### src/rtl/cpu_pkg.sv
// Shared CPU definitions for the pipeline control logic.
//   WAIT_LIMIT_DEFAULT : default wait-state budget per memory/IO access
//   WAIT_CNT_W         : width of the wait-state counter
//   main_state_e       : main stall FSM encoding (run / memory wait / timeout)
//   refill_state_e     : program cache refill FSM encoding (idle / fill)
package cpu_pkg;

    localparam int unsigned WAIT_CNT_W         = 8;
    localparam logic [7:0]  WAIT_LIMIT_DEFAULT = 8'd255;

    typedef enum logic [1:0] {
        StRun     = 2'd0,
        StMemWait = 2'd1,
        StTimeout = 2'd2
    } main_state_e;

    typedef enum logic {
        StIdle = 1'b0,
        StFill = 1'b1
    } refill_state_e;

endpackage

### src/rtl/wait_timer.sv
// Wait-state counter for memory/IO accesses.
//   clk     : rising-edge clock
//   rst_n   : asynchronous active-low reset (already release-synchronised)
//   load    : restart the count at zero
//   enable  : count one wait cycle (holds once the limit is reached)
//   limit   : wait-state budget
//   expired : count has reached limit
module wait_timer
    import cpu_pkg::*;
#(
    parameter int unsigned W = WAIT_CNT_W
) (
    input  logic         clk,
    input  logic         rst_n,
    input  logic         load,
    input  logic         enable,
    input  logic [W-1:0] limit,
    output logic         expired
);

    logic [W-1:0] count_q;

    always_ff @(posedge clk or negedge rst_n) begin
        if (!rst_n) begin
            count_q <= '0;
        end else if (load) begin
            count_q <= '0;
        end else if (enable && (count_q != limit)) begin
            count_q <= count_q + W'(1);
        end
    end

    assign expired = (count_q == limit);

endmodule

### src/rtl/pipeline_controller.sv
// Pipeline stall / flush controller.
//   clk, rst_n               : clock and asynchronous active-low reset
//   pc_jmp, pc_call, pc_ret  : decode-stage control-transfer strobes
//   pc_brx, brx_taken        : execute-stage conditional branch and its outcome
//   mem_req, mem_ready       : execute-stage memory/IO access and its acknowledge
//   p_cache_miss/_ready      : program cache miss and refill-complete
//   stall_clr                : clears stall_count and bus_error
//   hazard                   : freeze decode/execute
//   input_flush/output_flush : NOP the fetched instruction / cancel decoded controls
//   jmp_rst, brx_rst         : clear the decode jump/call and branch strobes
//   refill_req               : program cache line fill request
//   bus_error                : sticky wait-state timeout flag
//   stall_count              : saturating count of hazard cycles
// All outputs are registered.
module pipeline_controller
    import cpu_pkg::*;
#(
    parameter logic [7:0]  WAIT_LIMIT  = WAIT_LIMIT_DEFAULT,
    parameter int unsigned STALL_CNT_W = 16
) (
    input  logic                   clk,
    input  logic                   rst_n,
    input  logic                   pc_jmp,
    input  logic                   pc_call,
    input  logic                   pc_ret,
    input  logic                   pc_brx,
    input  logic                   brx_taken,
    input  logic                   mem_req,
    input  logic                   mem_ready,
    input  logic                   p_cache_miss,
    input  logic                   p_cache_ready,
    input  logic                   stall_clr,
    output logic                   hazard,
    output logic                   input_flush,
    output logic                   output_flush,
    output logic                   jmp_rst,
    output logic                   brx_rst,
    output logic                   refill_req,
    output logic                   bus_error,
    output logic [STALL_CNT_W-1:0] stall_count
);

    // Reset asserts asynchronously, releases two clocks after rst_n rises.
    logic [1:0] rst_sync_q;
    logic       rst_int_n;

    always_ff @(posedge clk or negedge rst_n) begin
        if (!rst_n) begin
            rst_sync_q <= 2'b00;
        end else begin
            rst_sync_q <= {rst_sync_q[0], 1'b1};
        end
    end

    assign rst_int_n = rst_sync_q[1];

    main_state_e             state_q;
    refill_state_e           refill_q;
    logic                    hazard_q, bus_error_q, refill_req_q;
    logic                    input_flush_q, output_flush_q, jmp_rst_q, brx_rst_q;
    logic                    pend_jmp_q, pend_ret_q, pend_brx_q, pend_taken_q;
    logic [STALL_CNT_W-1:0]  stall_count_q;

    logic stall_start, timeout_hit, timer_expired, flush_ok;
    logic req_jmp, req_ret, req_brx, req_taken;

    always_comb begin
        stall_start = (state_q == StRun) && mem_req && !mem_ready;
        timeout_hit = (state_q == StMemWait) && !mem_ready && timer_expired;
        // A stall starting this cycle wins over any flush; strobes wait in pending.
        flush_ok    = !hazard_q && !stall_start;
        req_jmp     = pend_jmp_q | pc_jmp | pc_call;
        req_ret     = pend_ret_q | pc_ret;
        req_brx     = pend_brx_q | pc_brx;
        req_taken   = pend_taken_q | (pc_brx & brx_taken);
    end

    wait_timer #(
        .W (WAIT_CNT_W)
    ) u_wait_timer (
        .clk     (clk),
        .rst_n   (rst_int_n),
        .load    (stall_start),
        .enable  (state_q == StMemWait),
        .limit   (WAIT_LIMIT),
        .expired (timer_expired)
    );

    // Main stall FSM
    always_ff @(posedge clk or negedge rst_int_n) begin
        if (!rst_int_n) begin
            state_q     <= StRun;
            hazard_q    <= 1'b0;
            bus_error_q <= 1'b0;
        end else begin
            unique case (state_q)
                StRun: begin
                    if (stall_start) begin
                        state_q  <= StMemWait;
                        hazard_q <= 1'b1;
                    end
                end
                StMemWait: begin
                    if (mem_ready) begin
                        state_q  <= StRun;
                        hazard_q <= 1'b0;
                    end else if (timeout_hit) begin
                        state_q  <= StTimeout;
                        hazard_q <= 1'b0;
                    end
                end
                StTimeout: begin
                    // Single cycle; a late mem_ready is dropped.
                    state_q <= StRun;
                end
                default: begin
                    state_q  <= StRun;
                    hazard_q <= 1'b0;
                end
            endcase
            // Timeout beats a simultaneous clear.
            if (timeout_hit) begin
                bus_error_q <= 1'b1;
            end else if (stall_clr) begin
                bus_error_q <= 1'b0;
            end
        end
    end

    // Flush pulses; coincident requests merge into one pulse of the union.
    always_ff @(posedge clk or negedge rst_int_n) begin
        if (!rst_int_n) begin
            input_flush_q  <= 1'b0;
            output_flush_q <= 1'b0;
            jmp_rst_q      <= 1'b0;
            brx_rst_q      <= 1'b0;
            pend_jmp_q     <= 1'b0;
            pend_ret_q     <= 1'b0;
            pend_brx_q     <= 1'b0;
            pend_taken_q   <= 1'b0;
        end else if (flush_ok) begin
            input_flush_q  <= req_jmp | req_ret | req_taken;
            output_flush_q <= req_taken;
            jmp_rst_q      <= req_jmp;
            brx_rst_q      <= req_brx;
            pend_jmp_q     <= 1'b0;
            pend_ret_q     <= 1'b0;
            pend_brx_q     <= 1'b0;
            pend_taken_q   <= 1'b0;
        end else begin
            input_flush_q  <= 1'b0;
            output_flush_q <= 1'b0;
            jmp_rst_q      <= 1'b0;
            brx_rst_q      <= 1'b0;
            pend_jmp_q     <= req_jmp;
            pend_ret_q     <= req_ret;
            pend_brx_q     <= req_brx;
            pend_taken_q   <= req_taken;
        end
    end

    // Saturating stall performance counter
    always_ff @(posedge clk or negedge rst_int_n) begin
        if (!rst_int_n) begin
            stall_count_q <= '0;
        end else if (stall_clr) begin
            stall_count_q <= '0;
        end else if (hazard_q && (stall_count_q != '1)) begin
            stall_count_q <= stall_count_q + STALL_CNT_W'(1);
        end
    end

    // Program cache refill FSM; never stalls the pipeline, decode inserts its own NOPs.
    always_ff @(posedge clk or negedge rst_int_n) begin
        if (!rst_int_n) begin
            refill_q     <= StIdle;
            refill_req_q <= 1'b0;
        end else begin
            unique case (refill_q)
                StIdle: begin
                    if (p_cache_miss) begin
                        refill_q     <= StFill;
                        refill_req_q <= 1'b1;
                    end
                end
                StFill: begin
                    if (p_cache_ready) begin
                        refill_q     <= StIdle;
                        refill_req_q <= 1'b0;
                    end
                end
                default: begin
                    refill_q     <= StIdle;
                    refill_req_q <= 1'b0;
                end
            endcase
        end
    end

    assign hazard       = hazard_q;
    assign input_flush  = input_flush_q;
    assign output_flush = output_flush_q;
    assign jmp_rst      = jmp_rst_q;
    assign brx_rst      = brx_rst_q;
    assign refill_req   = refill_req_q;
    assign bus_error    = bus_error_q;
    assign stall_count  = stall_count_q;

endmodule

### config.mk
export PLATFORM = sky130hd
export DESIGN_NAME = pipeline_controller
export DESIGN_NICKNAME = d
export VERILOG_FILES = /design/src/rtl/cpu_pkg.sv /design/src/rtl/wait_timer.sv /design/src/rtl/pipeline_controller.sv
export SDC_FILE = /design/constraint.sdc
export NUM_CORES = 1
export LEC_CHECK = 0
export CORE_ASPECT_RATIO = 1.75
export CORE_MARGIN = 5
export CORE_UTILIZATION = 55
export DETAILED_ROUTE_END_ITERATION = 8
export DONT_BUFFER_PORTS = 1
export PLACE_DENSITY = 0.71
export SLEW_MARGIN = 20
export SYNTH_ARGS = -nofsm -noshare
export SYNTH_HDL_FRONTEND = slang
export SYNTH_SLANG_ARGS = --single-unit
### constraint.sdc
create_clock -name clk -period 1.51 [get_ports clk]
set_input_delay 0.3775 -clock clk [delete_from_list [all_inputs] [get_ports clk]]
set_output_delay 0.3775 -clock clk [all_outputs]
set_load 0.005 [all_outputs]
==> results of run 1 <==
-- routing by layer --
metal	GRT usage, %	part of all wire [%]
met5	0	0
met4	13.2	3.6
met3	5.66	5.5
met2	41.9	56
met1	25.5	35
-- what timing repair did --
action | in CTS | in global routing
setup buffers | 7 | 2
hold endpoints to repair | 2 | 0
gates resized for setup | 19 | 21
endpoints found under the setup margin | 16 | 22
hold buffers | 1 | 0
pin swaps | 11 | 12
-- layout make-up --
class,instances,area [sq um],area share [%]
well taps,45,56.3,2.22
multi-input cells,130,953,37.6
flip-flops and latches,40,1000,39.5
inverters,8,30.0,1.19
clock inverters,3,46.3,1.83
clock buffers,5,68.8,2.72
repair buffers,47,378,14.9
-- placed cells by master (no fill, tap or decap), types with 4 or more instances in the layout --
master	n
sky130_fd_sc_hd__a21oi_1	6
sky130_fd_sc_hd__a21oi_2	8
sky130_fd_sc_hd__buf_4	40
sky130_fd_sc_hd__buf_6	6
sky130_fd_sc_hd__clkbuf_8	5
sky130_fd_sc_hd__dfrtp_1	40
sky130_fd_sc_hd__inv_1	8
sky130_fd_sc_hd__nand2_1	4
sky130_fd_sc_hd__nand3_1	9
sky130_fd_sc_hd__nand4_1	7
sky130_fd_sc_hd__nor2_1	21
sky130_fd_sc_hd__o21ai_0	5
sky130_fd_sc_hd__o31ai_1	5
sky130_fd_sc_hd__or3_1	5
sky130_fd_sc_hd__or4_4	6
sky130_fd_sc_hd__xor2_1	5
-- worst max-delay path, delay by kind of cell (launching register included) --
family / cells / cell delay, ps
AO/OA/AOI/OAI: 2 / 250
AND/OR/NAND/NOR: 2 / 460
adder cells (fa/ha/maj): 1 / 180
flip-flops: 1 / 400
buffers and inverters: 2 / 320
-- per-stage QoR --
step           total power, mW  util, %  instances  hold WS, ps
2_1_floorplan             1.44        -        184         81.9
3_3_place_gp              1.55     65.6        260         82.0
3_5_place_dp              1.57     65.6        260         81.9
4_1_cts                   2.51     73.1        276          119
5_1_grt                   2.65     76.1        278          113
6_report                  2.54     76.1        278          126
-- cells by family after synthesis --
family,after synthesis,share of synthesized area (%)
AND/OR/NAND/NOR,78,23.8
AO/OA/AOI/OAI,41,13.2
flip-flops,40,53.4
buffers and inverters,14,4.14
XOR/XNOR,6,2.80
adder cells (fa/ha/maj),2,1.33
multiplexers,2,1.13
other,1,0.200
-- worst max-delay path by stage --
stage	start	endpoint	slack [ps]	cells after the start
3_5_place_dp	stall_count[1]	stall_count[7]	-220	6
3_3_place_gp	stall_count[1]	stall_count[5]	-140	6
2_1_floorplan	stall_count[0]	stall_count[1]	-230	7
6_report	stall_count[0]	stall_count[3]	-170	7
4_1_cts	stall_count[1]	stall_count[13]	-170	6
5_1_grt	stall_count[1]	stall_count[3]	-330	7
-- power by group through the flow --
| stage | clock [mW] | combinational, mW | sequential (mW) |
|---|---|---|---|
| global route | 0.959 | 0.458 | 1.24 |
| floorplan | 0 | 0.180 | 1.26 |
| CTS | 0.911 | 0.375 | 1.23 |
| global placement | 0 | 0.309 | 1.24 |
| detailed placement | 0 | 0.320 | 1.25 |
| finish | 0.898 | 0.413 | 1.23 |
-- registers in the layout (all words and copies together) (netlist names) --
register,count
stall_count,16
u_wait_timer.count_q,8
rst_sync_q,2
state_q,2
brx_rst,1
bus_error,1
hazard,1
input_flush,1
jmp_rst,1
output_flush,1
pend_brx_q,1
pend_jmp_q,1
pend_ret_q,1
pend_taken_q,1
refill_q,1
refill_req,1
==> impl_summary.log, run 1 <==
[metrics] largest net degree at the start of global routing: 39
[metrics] sinks on the clock net: 40
[metrics] clock latency reported for the late side of the worst-skew pair: 300 ps
[metrics] clock-pin transition on the worst setup and hold timing paths: 80 ps
[metrics] DRC Markers: 0
[metrics] detailed-route via count: 1,670
[metrics] worst ir drop on vdd: 0.857 mV
[metrics] routed len/inst: 18.6 um
[metrics] TritonCTS clock tree: built
[metrics] horizontal die dimension: 54.1 um
[metrics] aggregate global-route resource usage: 24.1%
[metrics] First DRT Iteration DRCs: 50
[metrics] Data arrival, critical path: 1910 ps
[metrics] final period demand of the worst path: 1680 ps
[metrics] post-synth net total: 198
[metrics] capturing element type of the critical path: flop
[metrics] list of cells traversed by the critical path: ha_2 -> nand4_1 -> o41ai_2 -> buf_4 -> buf_6 -> or3_1 -> a21oi_1
[metrics] largest fanout on the critical path: 8
[metrics] proportion of synthesized flip-flops having asynchronous set or reset: 100%
[metrics] most instantiated cells after synthesis: sky130_fd_sc_hd__dfrtp_1, sky130_fd_sc_hd__nor2_1, sky130_fd_sc_hd__a21oi_1, sky130_fd_sc_hd__nand3_1, sky130_fd_sc_hd__o21ai_0
[metrics] mean number of vias per cell: 6.01
[metrics] drt pass-1 iters: 4
[metrics] Primary FF master, synth: sky130_fd_sc_hd__dfrtp_1
[metrics] Hold Path Cell Cnt: 1
[metrics] Clock Root Buffer: sky130_fd_sc_hd__clkbuf_8
[metrics] Power Dens Cells: 1000 nW/um^2
[metrics] clock buffer depth: 2
[metrics] wire length of the first global-routing pass: 8.34 mm
[metrics] period utilisation layout: 112%
[metrics] vertical die dimension: 87.2 um
[metrics] post-detail-place hpwl: 3.29 mm
[metrics] switching power: 0.678 mW
[metrics] area of the mapped netlist: 1870 sq um
[metrics] fraction of the yosys area taken by sequential cells: 53.4%
[metrics] worst-path cell with the longest stage delay: sky130_fd_sc_hd__dfrtp_1
[metrics] Warnings, synthesis: 0
[metrics] total of buffers placed on input and output ports: 0
[metrics] fraction of layout instances using a drive strength above 1: 38.6%
[metrics] Post-synth EDFFs: 0
[metrics] mean instance size in the synthesized netlist: 10.2 sq um
[metrics] remaining global-route overflow: 0
[metrics] remaining antenna violation count after routing: 0
[metrics] number of fill cells in the layout: 218
[metrics] register share of total power: 48.4%
[metrics] combinational share of power: 16.3%
[metrics] pre-CTS setup slack: -224 ps
[metrics] Antenna Cells: 0
[metrics] cell leakage power: 1.11 nW
[metrics] initial core utilization: 56.3%
[metrics] stage delay of the slowest cell on the critical path: 400 ps
[metrics] total core area: 3330 sq um
[metrics] unrepaired setup endpoints after global routing: yes
[metrics] Yosys top cell area share: 53.4%
[metrics] fraction of power consumed by the clock network: 35.4%
[metrics] result of the run: complete, but fails checks
[metrics] number of I/O pins: 35
[metrics] distinct cell type count of the synthesized netlist: 43
[metrics] growth of design area from synthesis to finish: 35.2%
[metrics] area of the die: 4720 sq um
[metrics] Finish-stage setup viols: 15
[metrics] Pint: 1.86 mW
[metrics] number of max-slew violations in the final report: 0
[metrics] Yosys top cell by area: sky130_fd_sc_hd__dfrtp_1
[metrics] row cnt: 28
[metrics] type of the worst min-delay path: in2reg
[metrics] Worst Setup Path Type: reg2reg
[metrics] final weighted congestion in routability-driven placement: 0.818
[metrics] failing checks: setup timing
[metrics] number of nets in the finished design: 246
[metrics] number of global-route vias before repair: 1,780
[metrics] final hold violation count: 0
[metrics] endpoint of the worst hold-timing path: stall_count[11]
[metrics] number of flip-flops and latches in the synthesized netlist: 40
[metrics] number of buffers created by CTS: 5
[metrics] H-tree levels: 2
[metrics] slack of the worst reg-to-reg path: -170 ps
[metrics] Layout Cell Area excl Fill: 2530 sq um
[metrics] capture instance of the worst register-to-register path: stall_count[3]
[metrics] Post-Route Skew: 6.19 ps
[metrics] main area contributors after synthesis: sky130_fd_sc_hd__dfrtp_1, sky130_fd_sc_hd__nor2_1, sky130_fd_sc_hd__a21oi_1
[metrics] smallest setup slack after layout: -175 ps
[metrics] top-count cell post-synth: sky130_fd_sc_hd__dfrtp_1
[metrics] accumulated negative setup slack: -1820 ps
[metrics] final wirelength: 5.18 mm
[metrics] Cells after Synth: 184
[metrics] top achievable clock speed: 594 MHz
[metrics] type of origin of the critical path: flop
[metrics] critical path required time: 1730 ps
[metrics] antenna violations before repair: 0
[metrics] # Max-Cap Violations: 0
[metrics] origin of the critical flop-to-flop path: stall_count[0]
[metrics] switching part of the total: 26.7%
[metrics] area after detailed placement: 2180 sq um
[metrics] R2R cell count: 7
[metrics] startpoint of the worst hold path: stall_clr
Power figures use the tool's default switching activity.
==> inputs of run 2 (changes only) <==
--- a/config.mk
+++ b/config.mk
@@ -5,7 +5,7 @@
 export SDC_FILE = /design/constraint.sdc
 export NUM_CORES = 1
 export LEC_CHECK = 0
-export CORE_ASPECT_RATIO = 1.75
+export CORE_ASPECT_RATIO = 0.9
 export CORE_MARGIN = 5
 export CORE_UTILIZATION = 55
 export DETAILED_ROUTE_END_ITERATION = 8
==> impl_summary.log, run 2 (synthesis results as in run 1) <==
[metrics] failing checks: setup timing
[metrics] most repeated library cell on the critical path: sky130_fd_sc_hd__buf_6
[metrics] top achievable clock speed: 580 MHz (-2.3%)
[metrics] clock buffer depth: 2 (unchanged)
[metrics] cell leakage power: 1.09 nW (-1.6%)
[metrics] wire length of the first global-routing pass: 8.23 mm (-1.3%)
[metrics] register share of total power: 49.4% (+1.0 points)
[metrics] unrepaired setup endpoints after global routing: yes
[metrics] slack of the worst reg-to-reg path: -210 ps (-40 ps)
[metrics] number of nets in the finished design: 241 (-2.0%)
[metrics] Layout Cell Area excl Fill: 2470 sq um (-2.5%)
[metrics] final weighted congestion in routability-driven placement: 0.890 (+8.9%)
[metrics] total core area: 3330 sq um (unchanged)
[metrics] critical path required time: 1730 ps (about the same)
[metrics] result of the run: complete, but fails checks
[metrics] remaining global-route overflow: 0 (unchanged)
[metrics] commonest non-fill, non-tap cell in the layout: sky130_fd_sc_hd__dfrtp_1
[metrics] fraction of power consumed by the clock network: 35.5% (about the same)
[metrics] clock-pin transition on the worst setup and hold timing paths: 80 ps (about the same)
[metrics] final period demand of the worst path: 1720 ps (+40.2 ps)
[metrics] largest fanout on the critical path: 5 (-3)
[metrics] combinational share of power: 15.1% (-1.2 points)
[metrics] final core occ: 74.2% (-1.9 points)
[metrics] # Max-Cap Violations: 0 (unchanged)
[metrics] clock latency reported for the late side of the worst-skew pair: 290 ps (about the same)
[metrics] aggregate global-route resource usage: 22.5% (-1.6 points)
[metrics] Power Dens Cells: 1010 nW/um^2 (+0.37%)
[metrics] mean number of vias per cell: 6.18 (+2.8%)
[metrics] final wirelength: 4.89 mm (-5.6%)
[metrics] smallest setup slack after layout: -215 ps (-40.2 ps)
[metrics] Clock Root Buffer: sky130_fd_sc_hd__clkbuf_8
[metrics] H-tree levels: 2 (unchanged)
[metrics] vertical die dimension: 65.4 um (-25%)
[metrics] sinks on the clock net: 40 (unchanged)
[metrics] number of I/O pins: 35 (unchanged)
[metrics] routed len/inst: 18.0 um (-3.5%)
[metrics] TritonCTS clock tree: built
[metrics] number of max-slew violations in the final report: 0 (unchanged)
[metrics] area of the die: 4680 sq um (-0.94%)
[metrics] fraction of layout instances using a drive strength above 1: 36.8% (-1.8 points)
[metrics] detailed-route via count: 1,680 (+0.60%)
[metrics] initial core utilization: 56.3% (unchanged)
[metrics] Pint: 1.83 mW (-1.8%)
[metrics] worst-path cell with the longest stage delay: sky130_fd_sc_hd__or4_4
[metrics] row cnt: 20 (-29%)
[metrics] DRC Markers: 0 (unchanged)
[metrics] antenna violations before repair: 0 (unchanged)
[metrics] post-detail-place hpwl: 3.33 mm (+1.3%)
[metrics] worst ir drop on vdd: 0.776 mV (-9.5%)
[metrics] area after detailed placement: 2180 sq um (about the same)
[metrics] capturing element type of the critical path: flop
[metrics] period utilisation layout: 114% (+2.7 points)
[metrics] flip-flop count of the largest register after layout: 16 (unchanged)
[metrics] list of cells traversed by the critical path: buf_6 -> buf_6 -> nand2_4 -> or3_4 -> or4_4 -> a21oi_2
[metrics] growth of design area from synthesis to finish: 31.8%
[metrics] number of fill cells in the layout: 222 (+1.8%)
[metrics] Finish-stage setup viols: 12 (-3)
[metrics] First DRT Iteration DRCs: 89 (+78%)
[metrics] Data arrival, critical path: 1940 ps (+30 ps)
[metrics] stage delay of the slowest cell on the critical path: 440 ps (+40 ps)
[metrics] Post-Route Skew: 9.80 ps (+3.61 ps)
[metrics] remaining antenna violation count after routing: 0 (unchanged)
[metrics] largest net degree at the start of global routing: 39 (unchanged)
[metrics] switching part of the total: 26.5% (-0.22 points)
[metrics] total of buffers placed on input and output ports: 0 (unchanged)
[metrics] horizontal die dimension: 71.5 um (+32%)
[metrics] number of buffers created by CTS: 5 (unchanged)
[metrics] Antenna Cells: 0 (unchanged)
[metrics] switching power: 0.658 mW (-2.9%)
[metrics] highest-count cells in the layout ignoring fill and taps: sky130_fd_sc_hd__dfrtp_1, sky130_fd_sc_hd__buf_4, sky130_fd_sc_hd__nor2_1
[metrics] drt pass-1 iters: 4 (unchanged)
[metrics] type of origin of the critical path: flop
[metrics] number of global-route vias before repair: 1,720 (-3.4%)
[metrics] final hold violation count: 0 (unchanged)
[metrics] type of the worst min-delay path: in2reg
[metrics] PnR Total Power: 2.49 mW (-2.1%)
[metrics] Worst Setup Path Type: reg2reg
run 2: what timing repair did:
item,in CTS,in global routing
hold buffers,1,0
endpoints found under the setup margin,13,22
pin swaps,6,6
gates resized for setup,10,24
buffers inserted,3,1
endpoints found under the hold margin,2,0
run 2: layer usage:
metal,GRT usage (%),wire [um]
met5,0,0
met4,9.62,132
met3,5.81,344
met2,38.5,2510
met1,26.7,1900
run 2: critical path, delay by kind of cell, from the launching register on:
kind,cells,cell delay [ps]
buffers and inverters,2,230
DFF,1,380
AOI/OAI and AO/OA,1,140
and+or+nand+nor,3,900
run 2: worst paths after layout:
kind | start | to | cells after the start
max in group asynchronous | rst_sync_q[1] | stall_count[5] | 1
min | stall_clr | stall_count[5] | 1
max reg2reg | stall_count[0] | stall_count[13] | 6
max | stall_count[0] | stall_count[13] | 6
min in group asynchronous | rst_n | rst_sync_q[1] | 1
min reg2reg | rst_sync_q[1] | pend_brx_q | 1
run 2: stage by stage:
step,hold WS (ps),instances,setup WS (ps),TNS [ps]
CTS,122,271,-194,-1370
global route,108,272,-276,-2900
global placement,82.0,259,-121,-800
floorplan,81.9,184,-228,-2380
finish,127,272,-215,-1630
detailed placement,81.9,259,-205,-1570
run 2: power groups by stage:
stage / clock, mW / combinational, mW / sequential (mW)
2_1_floorplan: 0 / 0.180 / 1.26
3_3_place_gp: 0 / 0.290 / 1.24
3_5_place_dp: 0 / 0.306 / 1.24
4_1_cts: 0.894 / 0.328 / 1.23
5_1_grt: 0.946 / 0.415 / 1.24
6_report: 0.883 / 0.375 / 1.23
run 2: layout make-up:
cell class	instances	area [sq um]	area share, %
tap	44	55.1	2.23
sequential	40	1000	40.6
timing repair buffer	42	333	13.5
multi-input combinational	130	935	37.8
inverter	8	30.0	1.22
clock inverter	3	47.5	1.92
clock buffer	5	68.8	2.78
==> inputs of run 3 (changes only) <==
--- a/config.mk
+++ b/config.mk
@@ -10,6 +10,7 @@
 export CORE_UTILIZATION = 55
 export DETAILED_ROUTE_END_ITERATION = 8
 export DONT_BUFFER_PORTS = 1
+export HOLD_SLACK_MARGIN = 0.15
 export PLACE_DENSITY = 0.71
 export SLEW_MARGIN = 20
 export SYNTH_ARGS = -nofsm -noshare
==> impl_summary.log, run 3 (synthesis results as in run 1) <==
[metrics] CTS Hold Buffers Added: 2 (+1)
[metrics] Clock Root Buffer: sky130_fd_sc_hd__clkbuf_8
[metrics] stage delay of the slowest cell on the critical path: 430 ps (about the same)
[metrics] H-tree levels: 2 (unchanged)
[metrics] Power Dens Cells: 1000 nW/um^2 (-0.57%)
[metrics] Data arrival, critical path: 1930 ps (about the same)
[metrics] period utilisation layout: 114% (-0.52 points)
[metrics] row cnt: 20 (unchanged)
[metrics] final period demand of the worst path: 1720 ps (-7.88 ps)
[metrics] wire length of the first global-routing pass: 8.25 mm (+0.17%)
[metrics] number of nets in the finished design: 242 (+0.41%)
[metrics] placed cell count: 259 (unchanged)
[metrics] worst-path cell with the longest stage delay: sky130_fd_sc_hd__or4_4
[metrics] number of fill cells in the layout: 221 (-0.45%)
[metrics] clock-pin transition on the worst setup and hold timing paths: 80 ps (about the same)
[metrics] drt pass-1 iters: 4 (unchanged)
[metrics] dominant delay contributor by cell family on the critical path: simple AND/OR/NAND/NOR gates
[metrics] capturing element type of the critical path: flop
[metrics] sinks on the clock net: 40 (unchanged)
[metrics] initial core utilization: 56.3% (unchanged)
[metrics] First DRT Iteration DRCs: 101 (+13%)
[metrics] critical path required time: 1730 ps (about the same)
[metrics] number of I/O pins: 35 (unchanged)
[metrics] aggregate global-route resource usage: 22.5% (+0.033 points)
[metrics] number of buffers created by CTS: 5 (unchanged)
[metrics] antenna violations before repair: 0 (unchanged)
[metrics] largest net degree at the start of global routing: 39 (unchanged)
[metrics] most repeated library cell on the critical path: sky130_fd_sc_hd__buf_6
[metrics] highest-count cells in the layout ignoring fill and taps: sky130_fd_sc_hd__dfrtp_1, sky130_fd_sc_hd__buf_4, sky130_fd_sc_hd__nor2_1
[metrics] detailed-route via count: 1,674 (-0.36%)
[metrics] horizontal die dimension: 71.5 um (unchanged)
[metrics] Worst Setup Path Type: reg2reg
[metrics] type of origin of the critical path: flop
[metrics] total core area: 3330 sq um (unchanged)
[metrics] vertical die dimension: 65.4 um (unchanged)
[metrics] mean number of vias per cell: 6.13 (-0.72%)
[metrics] Post-Route Skew: 9.22 ps (-0.579 ps)
[metrics] clock latency reported for the late side of the worst-skew pair: 290 ps (about the same)
[metrics] Sequential Area: 1000 sq um (unchanged)
[metrics] number of global-route vias before repair: 1,718 (-0.12%)
[metrics] remaining global-route overflow: 0 (unchanged)
[metrics] worst ir drop on vdd: 0.774 mV (-0.19%)
[metrics] result of the run: complete, but fails checks
[metrics] fraction of layout instances using a drive strength above 1: 36.7% (-0.16 points)
[metrics] routed len/inst: 17.9 um (-0.47%)
[metrics] failing checks: setup timing
[metrics] # Max-Cap Violations: 0 (unchanged)
[metrics] Finish-stage setup viols: 12 (unchanged)
[metrics] final wirelength: 4.88 mm (-0.10%)
[metrics] smallest setup slack after layout: -207 ps (+7.88 ps)
[metrics] DRC Markers: 0 (unchanged)
[metrics] commonest non-fill, non-tap cell in the layout: sky130_fd_sc_hd__dfrtp_1
[metrics] final hold violation count: 0 (unchanged)
[metrics] largest fanout on the critical path: 5 (unchanged)
[metrics] area occupied by multi-input gates: 935 sq um (unchanged)
[metrics] CP Buf/Inv Count: 2 (unchanged)
[metrics] list of cells traversed by the critical path: buf_6 -> buf_6 -> nand2_4 -> or3_4 -> or4_4 -> a21oi_2
[metrics] post-detail-place hpwl: 3.33 mm (unchanged)
[metrics] type of the worst min-delay path: in2reg
[metrics] unrepaired setup endpoints after global routing: yes
[metrics] clock buffer depth: 2 (unchanged)
[metrics] cell leakage power: 1.10 nW (+0.38%)
[metrics] TritonCTS clock tree: built
[metrics] final weighted congestion in routability-driven placement: 0.890 (unchanged)
[metrics] flip-flop count of the largest register after layout: 16 (unchanged)
[metrics] Antenna Cells: 0 (unchanged)
[metrics] total of buffers placed on input and output ports: 0 (unchanged)
[metrics] top achievable clock speed: 582 MHz (+0.46%)
[metrics] area of the die: 4680 sq um (unchanged)
[metrics] accumulated negative setup slack: -1610 ps (+19.6 ps)
[metrics] count of non-filler cells in the finished layout: 273 (+0.37%)
[metrics] growth of design area from synthesis to finish: 32.4%
[metrics] remaining antenna violation count after routing: 0 (unchanged)
[metrics] number of max-slew violations in the final report: 0 (unchanged)
[run 3: per-layer routing]
metal	share of wire (%)	vias to the layer above	track usage, %
li1	-	764	-
met1	39	823	26.9
met2	51	67	38.5
met3	6.3	20	5.66
met4	3.0	0	9.62
met5	0	-	0
[run 3: metrics by stage]
stage          util (%)  setup WS, ps  total power, mW  hold WS (ps)  instance area [sq um]
2_1_floorplan         -          -228             1.44          81.9                   1910
5_1_grt            74.5          -276             2.61           108                   2480
4_1_cts            71.8          -194             2.45           122                   2390
6_report           74.5          -207             2.48           129                   2480
3_5_place_dp       65.6          -205             1.55          81.9                   2180
3_3_place_gp       65.6          -121             1.53          82.0                   2180
[run 3: worst paths after layout]
kind                                 from              end  slack [ps]  depth (start not counted)
setup / recovery           stall_count[0]  stall_count[13]        -210                          6
hold / removal                  stall_clr   stall_count[5]         130                          1
setup reg to reg           stall_count[0]  stall_count[13]        -210                          6
hold reg to reg             rst_sync_q[1]       pend_brx_q         290                          1
max in group asynchronous   rst_sync_q[1]   stall_count[5]         850                          1
min in group asynchronous   rst_sync_q[1]       pend_brx_q         290                          1
[run 3: area by class of cell]
class / instances / share of cell area (%)
clock buffers: 5 / 2.77
clock inverters: 3 / 1.92
inverters: 8 / 1.21
multi-input cells: 130 / 37.7
flip-flops and latches: 40 / 40.4
well taps: 44 / 2.22
repair buffers: 43 / 13.8
[run 3: repair_timing]
item	4_1_cts	5_1_grt
cloned	0	0
pin swaps	6	6
buffers inserted	3	1
hold endpoints to repair	16	14
gates resized for setup	10	24
setup endpoints to repair	13	22
[run 3: power breakdown]
group | leakage (nW) | internal (mW) | switching (mW) | total [mW]
combinational | 0.509 | 0.169 | 0.206 | 0.375
clock | 0.0583 | 0.497 | 0.380 | 0.878
sequential | 0.528 | 1.16 | 0.0663 | 1.23
total | 1.10 | 1.83 | 0.653 | 2.48
